===== src/rtl/pc_stack_unit.sv =====
// rtl/pc_stack_unit.sv - 16-bit program counter with hardware return-address stack.
// Optional macro PCSTACK_ERR_CLR_EN adds err_clr to clear the sticky error flags.
module pc_stack_unit #(
    parameter int          DEPTH    = 8,
    parameter logic [15:0] RESET_PC = 16'h0000
) (
    input  logic                       clk,
    input  logic                       reset,
    input  logic                       halt,
    input  logic                       inc,
    input  logic                       load,
    input  logic                       call,
    input  logic                       ret,
    input  logic [15:0]                target,
`ifdef PCSTACK_ERR_CLR_EN
    input  logic                       err_clr,
`endif
    output logic [15:0]                pc,
    output logic [$clog2(DEPTH+1)-1:0] depth,
    output logic                       full,
    output logic                       empty,
    output logic                       overflow_err,
    output logic                       underflow_err
);
    localparam int DW = $clog2(DEPTH + 1);
    localparam logic [DW-1:0] DEPTH_MAX = DW'(DEPTH);
    localparam logic [DW-1:0] ONE       = DW'(1);

    logic [15:0]   pc_q, pc_d;
    logic [DW-1:0] depth_q, depth_d;
    logic          full_q, full_d;
    logic          empty_q, empty_d;
    logic          ovf_q, ovf_d;
    logic          unf_q, unf_d;
    logic [15:0]   stack_q [DEPTH];
    logic [15:0]   stack_d [DEPTH];
    logic [15:0]   top;

    always_comb begin
        pc_d    = pc_q;
        depth_d = depth_q;
        ovf_d   = ovf_q;
        unf_d   = unf_q;
        stack_d = stack_q;
        top     = '0;

        // Decoded read of the top-of-stack entry; avoids a truncated index.
        for (int i = 0; i < DEPTH; i++) begin
            if (DW'(i) == depth_q - ONE) begin
                top = stack_q[i];
            end
        end

        if (reset) begin
            pc_d    = RESET_PC;
            depth_d = '0;
            ovf_d   = 1'b0;
            unf_d   = 1'b0;
        end else if (!halt) begin
`ifdef PCSTACK_ERR_CLR_EN
            // Applied first so an error raised below in the same cycle wins.
            if (err_clr) begin
                ovf_d = 1'b0;
                unf_d = 1'b0;
            end
`endif
            if (ret) begin
                if (!empty_q) begin
                    pc_d    = top;
                    depth_d = depth_q - ONE;
                end else begin
                    unf_d = 1'b1;
                end
            end else if (call) begin
                if (!full_q) begin
                    for (int i = 0; i < DEPTH; i++) begin
                        if (DW'(i) == depth_q) begin
                            stack_d[i] = pc_q + 16'd1;
                        end
                    end
                    pc_d    = target;
                    depth_d = depth_q + ONE;
                end else begin
                    ovf_d = 1'b1;
                end
            end else if (load) begin
                pc_d = target;
            end else if (inc) begin
                pc_d = pc_q + 16'd1;
            end
        end

        full_d  = (depth_d == DEPTH_MAX);
        empty_d = (depth_d == '0);
    end

    always_ff @(posedge clk) begin
        pc_q    <= pc_d;
        depth_q <= depth_d;
        full_q  <= full_d;
        empty_q <= empty_d;
        ovf_q   <= ovf_d;
        unf_q   <= unf_d;
    end

    // Stack RAM needs no reset: depth alone defines which entries are valid.
    always_ff @(posedge clk) begin
        stack_q <= stack_d;
    end

    assign pc            = pc_q;
    assign depth         = depth_q;
    assign full          = full_q;
    assign empty         = empty_q;
    assign overflow_err  = ovf_q;
    assign underflow_err = unf_q;
endmodule


===== config.mk =====
export PLATFORM = sky130hd
export DESIGN_NAME = pc_stack_unit
export DESIGN_NICKNAME = d
export VERILOG_FILES = /design/src/rtl/pc_stack_unit.sv
export SDC_FILE = /design/constraint.sdc
export NUM_CORES = 1
export LEC_CHECK = 0
export CAP_MARGIN = 20
export CORE_ASPECT_RATIO = 1.1
export CORE_MARGIN = 2
export CORE_UTILIZATION = 54
export CTS_BUF_LIST = sky130_fd_sc_hd__clkbuf_8
export DETAILED_ROUTE_END_ITERATION = 8
export PLACE_DENSITY = 0.72
export SLEW_MARGIN = 20
export SYNTH_ARGS = -nofsm -noshare
export SYNTH_HDL_FRONTEND = slang
export SYNTH_SLANG_ARGS = --single-unit

===== constraint.sdc =====
create_clock -name clk -period 4.71 [get_ports clk]
set_input_delay 0.942 -clock clk [delete_from_list [all_inputs] [get_ports clk]]
set_output_delay 0.942 -clock clk [all_outputs]
set_load 0.005 [all_outputs]

==> results of run 1 <==
[cell usage in the layout, fill, tap and decap left out, types with 11 or more instances in the layout]
cell type / count
nand2_1: 43
nor2_1: 46
xnor2_1: 11
buf_4: 12
inv_1: 11
nor2b_1: 14
a221oi_1: 25
a21oi_1: 22
o21ai_0: 11
clkdlybuf4s50_1: 46
clkbuf_8: 17
dfxtp_1: 24
and2_1: 12
edfxtp_1: 128
nor3_1: 19
nand3_1: 13
[path summary, 6_finish.rpt]
kind / endpoint / slack, ns
min: overflow_err / 0.49
min reg2reg: overflow_err / 0.49
max reg2reg: pc[14] / 1.02
max: pc[14] / 1.02
[critical path, stage by stage, from the launching register on]
cell and delay, ns:
dfxtp_1 0.42, inv_1 0.17, ha_1 0.31, nand2b_1 0.12, or3_1 0.64, a21boi_1 0.90
a2111oi_0 0.26, o31a_1 0.38, a2111oi_2 0.38
[synthesized netlist by cell type, types with 11 or more instances]
| library cell | count | share of area, % |
|---|---|---|
| a221oi_1 | 25 | 3.3 |
| nand2_1 | 43 | 2.4 |
| nor2_1 | 47 | 2.6 |
| xnor2_1 | 11 | 1.4 |
| nand3_1 | 13 | 0.97 |
| dfxtp_1 | 24 | 7.2 |
| a21oi_1 | 22 | 1.6 |
| edfxtp_1 | 128 | 57 |
| o21ai_0 | 11 | 0.82 |
| nor3_1 | 21 | 1.6 |
| and2_1 | 12 | 1.1 |
| nor2b_1 | 14 | 1.3 |
| clkbuf_1 | 26 | 1.5 |
[where the power goes]
group	switching (mW)	internal, mW
Combinational	0.291	0.188
Sequential	0.0494	1.52
Clock	0.483	0.514
[kinds of logic (layout without fill, tap and decap cells)]
family | count (synthesis) | in the layout | synth area share [%]
DFF | 152 | 152 | 64.60
AOI/OAI and AO/OA | 133 | 133 | 14.95
and+or+nand+nor | 187 | 187 | 13.94
buffers and inverters | 41 | 100 | 2.355
adders and majority gates | 7 | 7 | 1.308
muxes | 5 | 5 | 0.7477
xor gates and xnor gates | 16 | 16 | 2.093
[registers in the layout (all words and copies together), names as in the netlist]
register	cells
empty	1
full	1
stack_q	128
depth	4
pc	16
underflow_err	1
overflow_err	1
[layout make-up]
| cell class | count | share of cell area [%] |
|---|---|---|
| tap | 154 | 2.495 |
| inverter | 10 | 0.4860 |
| timing repair buffer | 58 | 7.128 |
| clock buffer | 17 | 3.029 |
| clock inverter | 15 | 2.074 |
| multi-input combinational | 348 | 28.80 |
| sequential | 152 | 55.99 |
[routing by layer]
metal	global-route usage, %	vias to the layer above	routed length, um	part of all wire [%]
met5	0	-	0	0
met4	10.39	0	437	2.6
met3	5.876	34	1068	6.4
met2	43.14	219	8444	51
met1	34.07	2368	6631	40
li1	-	2178	-	-
[through the flow]
step / setup slack, ns / instances
floorplan: 1.465 / 541
global placement: 1.215 / 722
detailed placement: 1.032 / 722
CTS: 1.021 / 754
global route: 0.7790 / 754
finish: 1.021 / 754
==> flow_summary.json, run 1 <==
{
  "post_cts_buffers": 0,
  "synth_edf_count": 128,
  "antenna_found_initial": 0,
  "async_flop_share_pct": 0,
  "crit_start": "depth[1]",
  "dieArea_um2": 13300,
  "dpl.hpwl_um": 11370,
  "die_w_um": 110.2,
  "yosysWarnings": 0,
  "slew_headroom_pct": 27.25,
  "dr.pass1.iters": 5,
  "grt.total_usage_pct": 26.37,
  "fin_nets": 617,
  "viasPerCell": 6.365,
  "cts-root-buf": "clkbuf_8",
  "critPathLaunchType": "flop",
  "run_status": "completed",
  "r2r-start": "depth[1]",
  "yosysSeqAreaShare_pct": 64.60,
  "synth_cells": 541,
  "syn_area_um2": 6694,
  "tritoncts": "yes",
  "final_hold_viol_count": 0,
  "h-tree-depth": 4,
  "crit_type": "flop to flop",
  "reg2regPathDepth": 8,
  "tns_ns": 0,
  "grt_max_degree": 26,
  "cts-resized-gates": 0,
  "vias": 4799,
  "grt_pass1_wl_um": 25530,
  "hp-start": "overflow_err",
  "dieHeight_um": 120.8,
  "layout_min_cycle_time_ns": 3.689,
  "grt_pass1_vias": 4643,
  "ctsHoldBuffers": 0,
  "utilization_pct": 63.90,
  "critPathArrivalTime_ns": 4.04,
  "worstMarginPinSlew_ns": 1.087,
  "wl_per_cell_um": 21.99,
  "slew_viol_final": 0,
  "cp-end-kind": "flop",
  "postRouteAntennaNets": 0,
  "clockBufferDepth": 2,
  "synth_cell_types": 56,
  "cellPowerDensity_nw_per_um2": 393.9,
  "critPathMaxFanout": 21,
  "placed_area_um2": 7327,
  "fillCellCount": 949,
  "finClkSkew_ns": 0.01057,
  "cts_sinks": 152,
  "routed_wl_um": 16580,
  "drive_gt1_share_pct": 9.000,
  "core_region_area_um2": 12090,
  "synth_ff_type": "edfxtp_1",
  "multi_input_area_um2": 2225,
  "design_area_um2": 7724,
  "initial_utilization_pct": 55.38,
  "vdd_drop_max_mv": 0.2187,
  "antennaDiodeCount": 0,
  "hold_path_depth": 2,
  "rsz0062_at_grt": "false",
  "overflow": 0,
  "clk_latency_ns": 0.46,
  "port_buffers": 46,
  "required_ns": 5.06,
  "cap_violations": 0,
  "clkTransAtPathRegs_ns": 0.08,
  "holdCritPathClass": "flop to flop",
  "synth_seq_cells": 152,
  "num_rows": 42,
  "p_leak_nw": 2.528,
  "syn_avg_cell_area_um2": 12.37,
  "period_share_pct": 78.33,
  "seqCellArea_um2": 4324,
  "drc": 0,
  "synth_nets": 571,
  "cts_buffers": 17,
  "max_freq_mhz": 271.1,
  "finalSetupViolCount": 0,
  "drt-initial-drc-count": 568,
  "io_pins": 47,
  "syn2layout_area_growth_pct": 15.38,
  "gp_congestion": 0.9186,
  "totalPowerFinal_mw": 3.042,
  "hold_slack_ns": 0.4937
}
No activity file was read; power rests on OpenSTA's default activity.
==> run 2: changes to the inputs <==
Clock period 4.71 ns to 3.7 ns, I/O delays scaled along.
==> run 2 against run 1 <==
Effect of this change:
- routed wire length fell by 2.6%
- clock power grew 25%
- core utilization up 1.0 points
- highest routed layer unchanged
- sequential cell count unchanged
- power grew 27%
- largest cell class unchanged
- global-route usage fell by 0.52 points
- via count fell by 1.9%
- sequential share of layout area down 0.88 points
- sequential power rose by 27%
==> flow_summary.json, run 2 (same netlist as run 1, synthesis figures left out) <==
{
  "run_status": "completed",
  "clkTransAtPathRegs_ns": 0.08,
  "grt_pass1_wl_um": 25020,
  "cts-resized-gates": 0,
  "switching_share_pct": 26.58,
  "io_pins": 47,
  "drt-initial-drc-count": 478,
  "hold_path_depth": 2,
  "drc": 0,
  "cellPowerDensity_nw_per_um2": 493.5,
  "num_rows": 42,
  "clk_latency_ns": 0.45,
  "cp_top_family": "compound AO/OA/AOI/OAI gates",
  "slew_viol_final": 0,
  "grt.total_usage_pct": 25.85,
  "layout_common_cells": "edfxtp_1, nor2_1, clkdlybuf4s50_1",
  "crit_type": "flop to flop",
  "finClkSkew_ns": 0.009920,
  "fin_nets": 634,
  "wl_per_cell_um": 20.98,
  "viasPerCell": 6.112,
  "worstMarginPinSlew_ns": 0.8337,
  "dieHeight_um": 120.8,
  "final_hold_viol_count": 0,
  "cts_buffers": 17,
  "critPathMaxFanout": 15,
  "busiest_layer": "met2",
  "finalSetupViolCount": 0,
  "critPathArrivalTime_ns": 3.42,
  "antenna_found_initial": 0,
  "initial_utilization_pct": 55.38,
  "p_comb_share_pct": 16.2,
  "r2r-start": "depth[0]",
  "cp-end-kind": "flop",
  "r2r_end": "pc[9]",
  "use_met2_pct": 44.06,
  "required_ns": 4.05,
  "ctsHoldBuffers": 0,
  "p_leak_nw": 2.619,
  "dr.pass1.iters": 5,
  "vdd_drop_max_mv": 0.2855,
  "final_common_cell": "edfxtp_1",
  "tritoncts": "yes",
  "grt_max_degree": 36,
  "cts-root-buf": "clkbuf_8",
  "path_cells": "inv_1 -> ha_1 -> or4_1 -> a211o_1 -> a31oi_1 -> a2111oi_0 -> a2111oi_2",
  "critPathLaunchType": "flop",
  "clockBufferDepth": 2,
  "cp_slowest_cell": "or4_1",
  "largest_register": "stack_q",
  "port_buffers": 46,
  "hold_slack_ns": 0.4891,
  "dieArea_um2": 13300,
  "dpl.hpwl_um": 11210,
  "postRouteAntennaNets": 0,
  "design_area_um2": 7848,
  "p_int_mw": 2.844,
  "slew_headroom_pct": 44.02,
  "core_region_area_um2": 12090,
  "layout_min_cycle_time_ns": 3.074,
  "drive_gt1_share_pct": 11.53,
  "worst-path-buf-inv": 1,
  "reg2regPathDepth": 7,
  "period_share_pct": 83.09,
  "post_cts_buffers": 0,
  "tns_ns": 0,
  "hold_end": "underflow_err",
  "syn2layout_area_growth_pct": 17.23,
  "rsz0062_at_grt": "false",
  "grt_pass1_vias": 4628,
  "vias": 4706,
  "switchingPower_mw": 1.029,
  "use_met1_pct": 32.06,
  "placed_area_um2": 7455,
  "gp_congestion": 0.8540,
  "max_freq_mhz": 325.3,
  "r2r_slack_ns": 0.63,
  "h-tree-depth": 4,
  "p_seq_share_pct": 51.4,
  "largest_register_ffs": 128,
  "routed_wl_um": 16150,
  "cap_violations": 0,
  "totalPowerFinal_mw": 3.873,
  "clockPowerShare_pct": 32.4,
  "hp-start": "underflow_err",
  "globalRouteMet3Util_pct": 5.768,
  "die_w_um": 110.2,
  "cpPeakStageDelay_ns": 0.86,
  "overflow": 0,
  "cts_sinks": 152,
  "antennaDiodeCount": 0,
  "holdCritPathClass": "flop to flop"
}
[run 2: metal layers]
layer / part of all wire (%) / up-vias
met5: 0 / -
met4: 1.8 / 0
met3: 5.7 / 24
met2: 52 / 189
met1: 40 / 2278
li1: - / 2215
[run 2: worst max path at each step]
stage,to,slack (ns),from,depth (start not counted)
final,pc[9],0.63,depth[0],7
after global routing,pc[7],0.44,depth[0],7
after CTS,pc[9],0.63,depth[1],7
after detailed placement,stack_q[34],0.56,halt,4
after global placement,stack_q[35],0.67,halt,4
after floorplan,stack_q[64],0.60,depth[1],6
[run 2: final cells by class]
cell class	instances	area, um^2
tap	154	192.7
sequential	152	4324
multi-input combinational	348	2222
clock inverter	14	158.9
inverter	10	37.54
timing repair buffer	75	678.2
fill	920	4239
clock buffer	17	234.0
[run 2: power by group through the flow]
stage / registers, mW / logic (mW) / clock network, mW
3_3_place_gp: 2.03 / 0.615 / 0
5_1_grt: 2.00 / 0.682 / 1.35
2_1_floorplan: 2.01 / 0.361 / 0
3_5_place_dp: 2.03 / 0.628 / 0
4_1_cts: 1.99 / 0.630 / 1.27
6_report: 1.99 / 0.627 / 1.25
[run 2: worst reg2reg max path, delay by kind of cell, from the launching register on]
family / cells / cell delay, ns
AO/OA/AOI/OAI: 4 / 1.10
adder cells (fa/ha/maj): 1 / 0.32
buffers and inverters: 1 / 0.16
flip-flops: 1 / 0.52
AND/OR/NAND/NOR: 1 / 0.86
[run 2: through the flow]
stage / util (%) / setup slack (ns) / std cells
2_1_floorplan: - / 0.5970 / 541
3_3_place_gp: 61.68 / 0.6719 / 739
3_5_place_dp: 61.68 / 0.5626 / 739
4_1_cts: 64.93 / 0.6345 / 770
5_1_grt: 64.93 / 0.4402 / 770
6_report: 64.93 / 0.6258 / 770
